<file path="src/rtl/tdisplay_seq_if.sv">
// Handshake bundle for the sequential temperature display converter:
// reading in (tc/c_f) and BCD result out, each with valid/ready.
interface tdisplay_seq_if #(
  parameter int W    = 13,
  parameter int NDIG = 4
);
  logic            in_valid;
  logic            in_ready;
  logic [W-1:0]    tc;
  logic            c_f;
  logic            out_valid;
  logic            out_ready;
  logic            sign;
  logic            ovf;
  logic [4*NDIG-1:0] digits;

  modport master (
    output in_valid, tc, c_f, out_ready,
    input  in_ready, out_valid, sign, ovf, digits
  );

  modport slave (
    input  in_valid, tc, c_f, out_ready,
    output in_ready, out_valid, sign, ovf, digits
  );
endinterface

</file>
<file path="src/rtl/tdisplay_seq.sv">
// Sequential Celsius/Fahrenheit to signed BCD converter: shift-subtract
// divide by 5, sign/offset fix-up, then double-dabble into NDIG digits.
module tdisplay_seq #(
  parameter int W    = 13,
  parameter int NDIG = 4
) (
  input  logic          clk,
  input  logic          rst_n,
  tdisplay_seq_if.slave bus,
  output logic          busy
);
  localparam int M    = W + 4;
  localparam int BD   = ((M + 2) / 3 > NDIG) ? (M + 2) / 3 : NDIG;
  localparam int CW   = (M > 32) ? M : 32;
  localparam int CNTW = $clog2(M);
  localparam logic [CW-1:0]       LIMIT = CW'(10 ** NDIG - 1);
  localparam logic signed [M:0]   F_OFS = (M + 1)'(32);

  typedef enum logic [2:0] {IDLE, DIV, FIX, BCD, DONE} state_t;
  state_t state;

  logic            neg_r;
  logic            cf_r;
  logic            sgn_r;
  logic [M-1:0]    mag_r;
  logic [M-1:0]    dvd;
  logic [M-1:0]    quo;
  logic [M-1:0]    bin;
  logic [M-1:0]    absv;
  logic [2:0]      rem;
  logic [4*BD-1:0] bcd;
  logic [CNTW-1:0] cnt;

  logic signed [M-1:0] tc_ext;
  logic [M-1:0]        tc_mag;
  logic [3:0]          rem_sh;
  logic [2:0]          rem_nx;
  logic                q_bit;
  logic [M-1:0]        q_sel;
  logic signed [M:0]   v;
  logic signed [M:0]   v_neg;
  logic [M-1:0]        v_abs;
  logic [4*BD-1:0]     bcd_adj;
  logic                ovf_nx;

  always_comb begin
    tc_ext = {{4{bus.tc[W-1]}}, bus.tc};
    tc_mag = tc_ext[M-1] ? $unsigned(-tc_ext) : $unsigned(tc_ext);

    // Remainder stays below 5, so 3 bits hold it between steps.
    rem_sh = {rem, dvd[M-1]};
    q_bit  = (rem_sh >= 4'd5);
    rem_nx = q_bit ? 3'(rem_sh - 4'd5) : rem_sh[2:0];

    // Celsius mode ignores the quotient so latency is mode-independent.
    q_sel = cf_r ? quo : mag_r;
    v     = neg_r ? -$signed({1'b0, q_sel}) : $signed({1'b0, q_sel});
    if (cf_r) v = v + F_OFS;
    v_neg = -v;
    v_abs = v[M] ? v_neg[M-1:0] : v[M-1:0];

    bcd_adj = bcd;
    for (int unsigned i = 0; i < BD; i++) begin
      if (bcd[4*i +: 4] >= 4'd5) bcd_adj[4*i +: 4] = bcd[4*i +: 4] + 4'd3;
    end

    ovf_nx = (CW'(absv) > LIMIT);
  end

  always_ff @(posedge clk) begin
    if (!rst_n) begin
      state         <= IDLE;
      bus.in_ready  <= 1'b1;
      bus.out_valid <= 1'b0;
      bus.sign      <= 1'b0;
      bus.ovf       <= 1'b0;
      bus.digits    <= '0;
      busy          <= 1'b0;
      neg_r         <= 1'b0;
      cf_r          <= 1'b0;
      sgn_r         <= 1'b0;
      mag_r         <= '0;
      dvd           <= '0;
      quo           <= '0;
      bin           <= '0;
      absv          <= '0;
      rem           <= '0;
      bcd           <= '0;
      cnt           <= '0;
    end else begin
      case (state)
        IDLE: begin
          if (bus.in_valid) begin
            neg_r        <= tc_ext[M-1];
            cf_r         <= bus.c_f;
            mag_r        <= tc_mag;
            dvd          <= (tc_mag << 3) + tc_mag;
            quo          <= '0;
            rem          <= '0;
            cnt          <= '0;
            bus.in_ready <= 1'b0;
            busy         <= 1'b1;
            state        <= DIV;
          end
        end
        DIV: begin
          rem <= rem_nx;
          quo <= {quo[M-2:0], q_bit};
          dvd <= dvd << 1;
          cnt <= cnt + 1'b1;
          if (cnt == CNTW'(M - 1)) state <= FIX;
        end
        FIX: begin
          sgn_r <= v[M];
          absv  <= v_abs;
          bin   <= v_abs;
          bcd   <= '0;
          cnt   <= '0;
          state <= BCD;
        end
        BCD: begin
          bcd <= (bcd_adj << 1) | (4*BD)'(bin[M-1]);
          bin <= bin << 1;
          cnt <= cnt + 1'b1;
          if (cnt == CNTW'(M - 1)) state <= DONE;
        end
        DONE: begin
          // First DONE cycle loads the result; later cycles wait for the consumer.
          if (!bus.out_valid) begin
            bus.sign      <= sgn_r;
            bus.ovf       <= ovf_nx;
            bus.digits    <= ovf_nx ? {NDIG{4'h9}} : bcd[4*NDIG-1:0];
            bus.out_valid <= 1'b1;
          end else if (bus.out_ready) begin
            bus.out_valid <= 1'b0;
            bus.in_ready  <= 1'b1;
            busy          <= 1'b0;
            state         <= IDLE;
          end
        end
        default: state <= IDLE;
      endcase
    end
  end
endmodule

</file>
<file path="src/flat_wrapper.sv">
// flat-port wrapper written by rule: the top's interface ports become plain ports
module tdisplay_seq_flat 
#(
  parameter int W    = 13,
  parameter int NDIG = 4
)
  (clk, rst_n, busy, bus_in_valid, bus_tc, bus_c_f, bus_out_ready, bus_in_ready, bus_out_valid, bus_sign, bus_ovf, bus_digits);
  tdisplay_seq_if #(.W(W), .NDIG(NDIG)) bus_i ();
  input  logic clk;
  input  logic rst_n;
  output logic busy;
  input wire logic [$bits(bus_i.in_valid)-1:0] bus_in_valid;
  input wire logic [$bits(bus_i.tc)-1:0] bus_tc;
  input wire logic [$bits(bus_i.c_f)-1:0] bus_c_f;
  input wire logic [$bits(bus_i.out_ready)-1:0] bus_out_ready;
  output wire logic [$bits(bus_i.in_ready)-1:0] bus_in_ready;
  output wire logic [$bits(bus_i.out_valid)-1:0] bus_out_valid;
  output wire logic [$bits(bus_i.sign)-1:0] bus_sign;
  output wire logic [$bits(bus_i.ovf)-1:0] bus_ovf;
  output wire logic [$bits(bus_i.digits)-1:0] bus_digits;
  assign bus_i.in_valid = bus_in_valid;
  assign bus_i.tc = bus_tc;
  assign bus_i.c_f = bus_c_f;
  assign bus_i.out_ready = bus_out_ready;
  assign bus_in_ready = bus_i.in_ready;
  assign bus_out_valid = bus_i.out_valid;
  assign bus_sign = bus_i.sign;
  assign bus_ovf = bus_i.ovf;
  assign bus_digits = bus_i.digits;
  tdisplay_seq #(.W(W), .NDIG(NDIG)) u_core (.clk(clk), .rst_n(rst_n), .bus(bus_i), .busy(busy));
endmodule
</file>
<file path="config.mk">
export PLATFORM = sky130hd
export DESIGN_NAME = tdisplay_seq_flat
export DESIGN_NICKNAME = d
export VERILOG_FILES = /design/src/rtl/tdisplay_seq_if.sv /design/src/rtl/tdisplay_seq.sv /design/src/flat_wrapper.sv
export SDC_FILE = /design/constraint.sdc
export NUM_CORES = 1
export LEC_CHECK = 0
export CORE_ASPECT_RATIO = 1.2
export CORE_MARGIN = 1.5
export CORE_UTILIZATION = 55
export CTS_CLUSTER_DIAMETER = 30
export DETAILED_ROUTE_END_ITERATION = 8
export PLACE_DENSITY = 0.86
export SETUP_SLACK_MARGIN = 0.1
export SLEW_MARGIN = 20
export SYNTH_ARGS = -nofsm -noshare
export SYNTH_HDL_FRONTEND = slang
export SYNTH_SLANG_ARGS = --single-unit
</file>
<file path="constraint.sdc">
create_clock -name clk -period 6.22 [get_ports clk]
set_input_delay 1.244 -clock clk [delete_from_list [all_inputs] [get_ports clk]]
set_output_delay 1.244 -clock clk [all_outputs]
set_load 0.1 [all_outputs]
</file>
Word level (Yosys, flattened, before mapping)

Cells that the tools add are included.

Input port bits: 18
Output and inout port bits: 21
RAM bits: 0
Latch bits: 0
Memory bits (read-only): 0
Bits in registers: 144
Memories: 0

Shift operators: 0
$add $sub $neg: 13
Equality and inequality tests: 10
Multiply operators: 0
Reduce and logical (&&, ||, !) cells: 12
Divide/modulo/power cells: 0
$lt $le $gt $ge: 8
Bitwise operators: 2
Multiplexer cells: 39

Operator list:

| operator                                                                          | count |
|---|---|
| 17-bit one-hot mux with 2 select lines                                            | 3 |
| 17-bit two-way mux                                                                | 5 |
| 24-bit one-hot mux with 2 select lines                                            | 1 |
| 18-bit two-way mux                                                                | 2 |
| 4-bit by 3-bit >= comparator with 1-bit output, second input constant             | 7 |
| 3-bit two-way mux                                                                 | 8 |
| 24-bit by 1-bit OR with 24-bit output                                             | 1 |
| 4-bit by 2-bit adder with 4-bit output, second input constant                     | 5 |
| 4-bit two-way mux                                                                 | 5 |
| 18-bit by 7-bit adder with 18-bit output, second input constant                   | 1 |
| 17-bit negation with 18-bit output                                                | 1 |
| 17-bit adder                                                                      | 1 |
| 17-bit by 14-bit greater-than comparator with 1-bit output, second input constant | 1 |
| 13-bit negation with 17-bit output                                                | 1 |
| 17-bit negation                                                                   | 1 |
| 16-bit two-way mux                                                                | 1 |
| 3-bit one-hot mux with 5 select lines                                             | 1 |
| 5-bit one-hot mux with 3 select lines                                             | 1 |
| 1-bit two-way mux                                                                 | 8 |
| 2-bit AND reduction                                                               | 4 |
| 3-bit by 2-bit == test with 1-bit output, second input constant                   | 2 |
| 2-bit by 1-bit inequality test with 1-bit output, second input constant           | 3 |
| 3-bit one-hot mux with 2 select lines                                             | 1 |
| 2-bit nonzero test                                                                | 3 |
| other kinds (15)                                                                  | 17 |

Longest topological paths before layout

Depth after elaboration: 8
Gate-level depth with buffers: 23
Depth with buffers taken out: 17

Worst setup path before layout

OpenSTA, ideal clock, no wires.

Kind: register to register
From: register u_core.cf_r
To: register u_core.bin[8]
Period minus slack after synthesis: 4,906 ps
Stages on the path, launching flop included: 24
Required time: 6,088 ps
Setup slack: 1,314 ps
Data arrival time: 4,773 ps
Buffers on the path: 7
Cell sequence: dfxtp_1 > buf_2 > buf_2 > buf_2 > buf_4 > mux2i_1 > ha_1 > or4b_4 > a22o_1 > nand2_1 > xor2_1 > ha_1 > and2_1 > nand2_1 > mux2i_1 > and4_1 > buf_4 > nand3_2 > or3b_1 > buf_4 > buf_6 > a21oi_2 > mux2i_1 > a21oi_1

Word-level cells in the longest chain between the ends: 8

RTL lines:

| what                                     | RTL line            | source |
|---|---|---|
| start, declared                          | tdisplay_seq.sv:23  | `logic cf_r;` |
| start signal, assigned                   | tdisplay_seq.sv:95  | `cf_r <= bus.c_f;` |
| 17-bit two-way mux                       | tdisplay_seq.sv:56  | `q_sel = cf_r ? quo : mag_r;` |
| 17-bit negation with 18-bit output       | tdisplay_seq.sv:57  | `v = neg_r ? -$signed({1'b0, q_sel}) : $signed({1'b0, q_sel});` |
| 18-bit two-way mux                       | tdisplay_seq.sv:57  |  |
| 18-bit by 7-bit adder with 18-bit output | tdisplay_seq.sv:58  | `if (cf_r) v = v + F_OFS;` |
| 18-bit two-way mux *                     | tdisplay_seq.sv:58  |  |
| 17-bit negation                          | tdisplay_seq.sv:59  | `v_neg = -v;` |
| 17-bit two-way mux *                     | tdisplay_seq.sv:60  | `v_abs = v[M] ? v_neg[M-1:0] : v[M-1:0];` |
| 17-bit one-hot mux with 2 select lines * | tdisplay_seq.sv:91  | `case (state)` |
| end signal, assigned                     | tdisplay_seq.sv:116 | `bin <= v_abs;` |
| end signal, assigned                     | tdisplay_seq.sv:123 | `bin <= bin << 1;` |
| end, declared                            | tdisplay_seq.sv:28  | `logic [M-1:0] bin;` |

Every way passes the cells marked *; elsewhere a longest branch is shown, timed or not.
A chain may end at the register's enable or synchronous reset.

Worst setup path after layout

From: register u_core.cf_r
To: register u_core.bin[13]

Same word-level chain as after synthesis.

==> results_dict.tcl <==
set metrics [dict create \
    synthFlopType "dfxtp_1" \
    slew_violations 0 \
    postRouteWirelength_mm 18.3 \
    insertedDiodeCount 0 \
    drv_cap 0 \
    ys_warn_count 0 \
    core-area_sq_um 13800 \
    cts_root_buf "clkbuf_16" \
    post_cts.resized_instances 0 \
    tritoncts_clock_tree "yes" \
    timing.setup.tns_ns 0 \
    grt.total_usage_pct 24.9 \
    worst_ep_required_time_ns 6.49 \
    port_buffers 38 \
    fp.dieArea_sq_um 14900 \
    dp_slack_ns 1.29 \
    path_max_fanout 19 \
    1st_pass_router_iterations 5 \
    biggest_area_contributors_in_the_synthesized_netlist "dfxtp_1 34%, a22oi_1 5.6%, nor2_1 5.1%" \
    power.total_w 0.00217 \
    area_growth_pct 12.6 \
    grt_setup_unrepaired "false" \
    holdBufCountCts 0 \
    share_of_synthesized_area_occupied_by_flip_flops_and_latches_pct 33.8 \
    fp-row-count 47 \
    max-slew-margin-rel_pct 30.0 \
    finalSetupViolations 0 \
    via_count_of_the_first_global_routing_pass 6769 \
    ir_drop_uv 189 \
    ys_seq_elements 132 \
    die_y_um 134 \
    critPathArrivalTime_ns 5.11 \
    netlist_area_sq_um 7820 \
    run_status "completed" \
    post_route_cells_drive_above_1_share_pct 6.81 \
    max-clock-path-buffers 2 \
    yosysTopAreaCellShare_pct 33.8 \
    worst_slack_ns 1.38 \
    pin_count 39 \
    finalHoldViolCount 0 \
    cts.sink_count 132 \
    worst_slew_pin_slew_ns 1.05 \
    non_filler_cells_final 1169 \
    total_clock_buffers_created_by_cts 17 \
    finalWeightedCongestion 0.879 \
    num-nets-final 1033 \
    synth_enable_flop_cells 0 \
    critical_path.endpoint_type "flop" \
    netlist-cell-type-count 83 \
    detail_routed_via_count_per_cell 6.21 \
    chipWidth_um 112 \
    fin_crit_ns 4.84 \
    cts.htree.levels 4 \
    worst_skew_pair.late_latency_ns 0.43 \
    cts_post_setup_buffers_inserted 0 \
    clk_transition_reported_paths_ns 0.06 \
    final_min_period_over_clock_period_pct 77.8 \
    drc_errors 0 \
    setup.worst_path.start_class "flop" \
    synth_largest_area_cell "dfxtp_1" \
    grt_start_max_net_pins 69 \
    synth.avg_cell_area_sq_um 8.03 \
    synth_async_sr_flop_share_pct 0 \
    power-per-cell-area_nw_per_um2 246 \
    post-place-cells 1136 \
    drtIter0Drc 501 \
    grt_first_pass_wirelength_mm 30.9 \
    antenna_found_initial 0 \
    start_util_pct 56.6 \
    clock.fmax_mhz 207 \
    mostFrequentLayoutCell "dfxtp_1" \
    power.leakage_nw 3.14 \
    final_cell_mix "131 x dfxtp_1, 105 x nor2_1, 87 x nand2_1, 77 x a21oi_1, 58 x a22oi_1" \
    hp-class "flop to flop" \
    timing_worst_setup_path_type "flop to flop" \
    grt_overflow 0 \
    avgRoutedWirePerCell_um 15.7 \
    post_route_ant_nets 0 \
    num_vias 7260 \
    fin_skew_ns 0.00833 \
    detailedPlacementHpwl_mm 12.6 \
    postSynthCellCount 974 \
]
## metal layers
metal | track usage, % | wire [um] | vias to the layer above
met1 | 29.0 | 7580 | 3408
met2 | 44.2 | 9220 | 237
li1 | - | - | 3563
met3 | 3.82 | 889 | 52
met5 | 0 | 0 | -
met4 | 12.7 | 632 | 0
## cell families after synthesis
| logic type | Yosys count | share of synthesized area, % |
|---|---|---|
| AOI/OAI and AO/OA | 274 | 23.3 |
| xor gates and xnor gates | 55 | 6.26 |
| adders and majority gates | 30 | 4.90 |
| buffers and inverters | 87 | 4.54 |
| DFF | 132 | 33.8 |
| muxes | 36 | 4.67 |
| other | 1 | 0.0479 |
| and+or+nand+nor | 359 | 22.5 |
## worst max-delay path, stage by stage, from the launching register on
cell,delay (ns)
dfxtp_2,0.35
mux2i_1,0.40
ha_1,0.26
or4b_4,0.50
a22o_1,0.29
nand2_1,0.10
xor2_1,0.15
ha_1,0.22
and2_1,0.22
nand2_1,0.07
mux2i_1,0.17
and4_1,0.37
nand3_2,0.14
or3b_1,0.73
a22oi_1,0.37
xor2_1,0.24
o22ai_1,0.10
## layout make-up
type / instances / area [sq um]
repair buffers: 49 / 470
fillers: 1153 / 5010
flip-flops and latches: 132 / 2640
clock inverters: 11 / 80.1
multi-input cells: 757 / 4840
well taps: 171 / 214
clock buffers: 21 / 460
inverters: 28 / 105
## power breakdown
group,internal (W),switching [W]
Sequential,0.000868,0.0000186
Combinational,0.000147,0.000232
Clock,0.000529,0.000376
Total,0.00154,0.000626
## registers in the layout, indices dropped and copies added, names as in the netlist
name and flops:
u_core.bus.sign 1, u_core.mag_r 17, u_core.bus.in_ready 1, u_core.quo 17
u_core.busy 1, u_core.absv 13, u_core.dvd 17, u_core.bus.out_valid 1
u_core.bus.ovf 1, u_core.bcd 16, u_core.cnt 5, u_core.neg_r 1
u_core.state 3, u_core.bin 17, u_core.bus.digits 16, u_core.cf_r 1
u_core.sgn_r 1, u_core.rem 3
## cells in the mapped netlist, types with 5 or more instances
cell type / instances
a21oi_1: 77
xor2_1: 22
nand2b_1: 11
o21a_1: 5
buf_2: 5
ha_1: 29
and3_1: 8
nor3_1: 46
a21boi_0: 5
a211oi_1: 8
nand3_1: 24
o21ai_1: 5
o21ai_0: 38
clkbuf_1: 48
a31oi_1: 6
nor2b_1: 9
mux2i_1: 32
a221oi_1: 6
o211ai_1: 5
a22oi_1: 58
nor4_1: 6
inv_1: 27
nand2_1: 87
and2_1: 14
a21oi_2: 5
nand4_1: 9
o31ai_1: 8
dfxtp_1: 132
or3_1: 10
nor3b_1: 5
nor2_1: 107
xnor2_1: 32
o22ai_1: 8
## stage by stage
stage / hold WS (ns) / util [%] / area [sq um]
3_3_place_gp: 0.436 / 59.7 / 8250
2_1_floorplan: 0.422 / - / 7830
3_5_place_dp: 0.438 / 59.7 / 8250
5_1_grt: 0.466 / 63.7 / 8810
6_report: 0.446 / 63.7 / 8810
4_1_cts: 0.452 / 63.6 / 8790
## worst paths after layout
kind,endpoint,slack (ns),cells past startpoint,from
max,u_core.bin[13]$_SDFFE_PN0P_,1.38,16,u_core.cf_r$_SDFFE_PN0P_
min,u_core.bus.in_ready$_SDFFE_PN1P_,0.45,1,u_core.bus.in_ready$_SDFFE_PN1P_
max reg2reg,u_core.bin[13]$_SDFFE_PN0P_,1.38,16,u_core.cf_r$_SDFFE_PN0P_
min reg2reg,u_core.bus.in_ready$_SDFFE_PN1P_,0.45,1,u_core.bus.in_ready$_SDFFE_PN1P_
(Power assumes the default switching activity.)
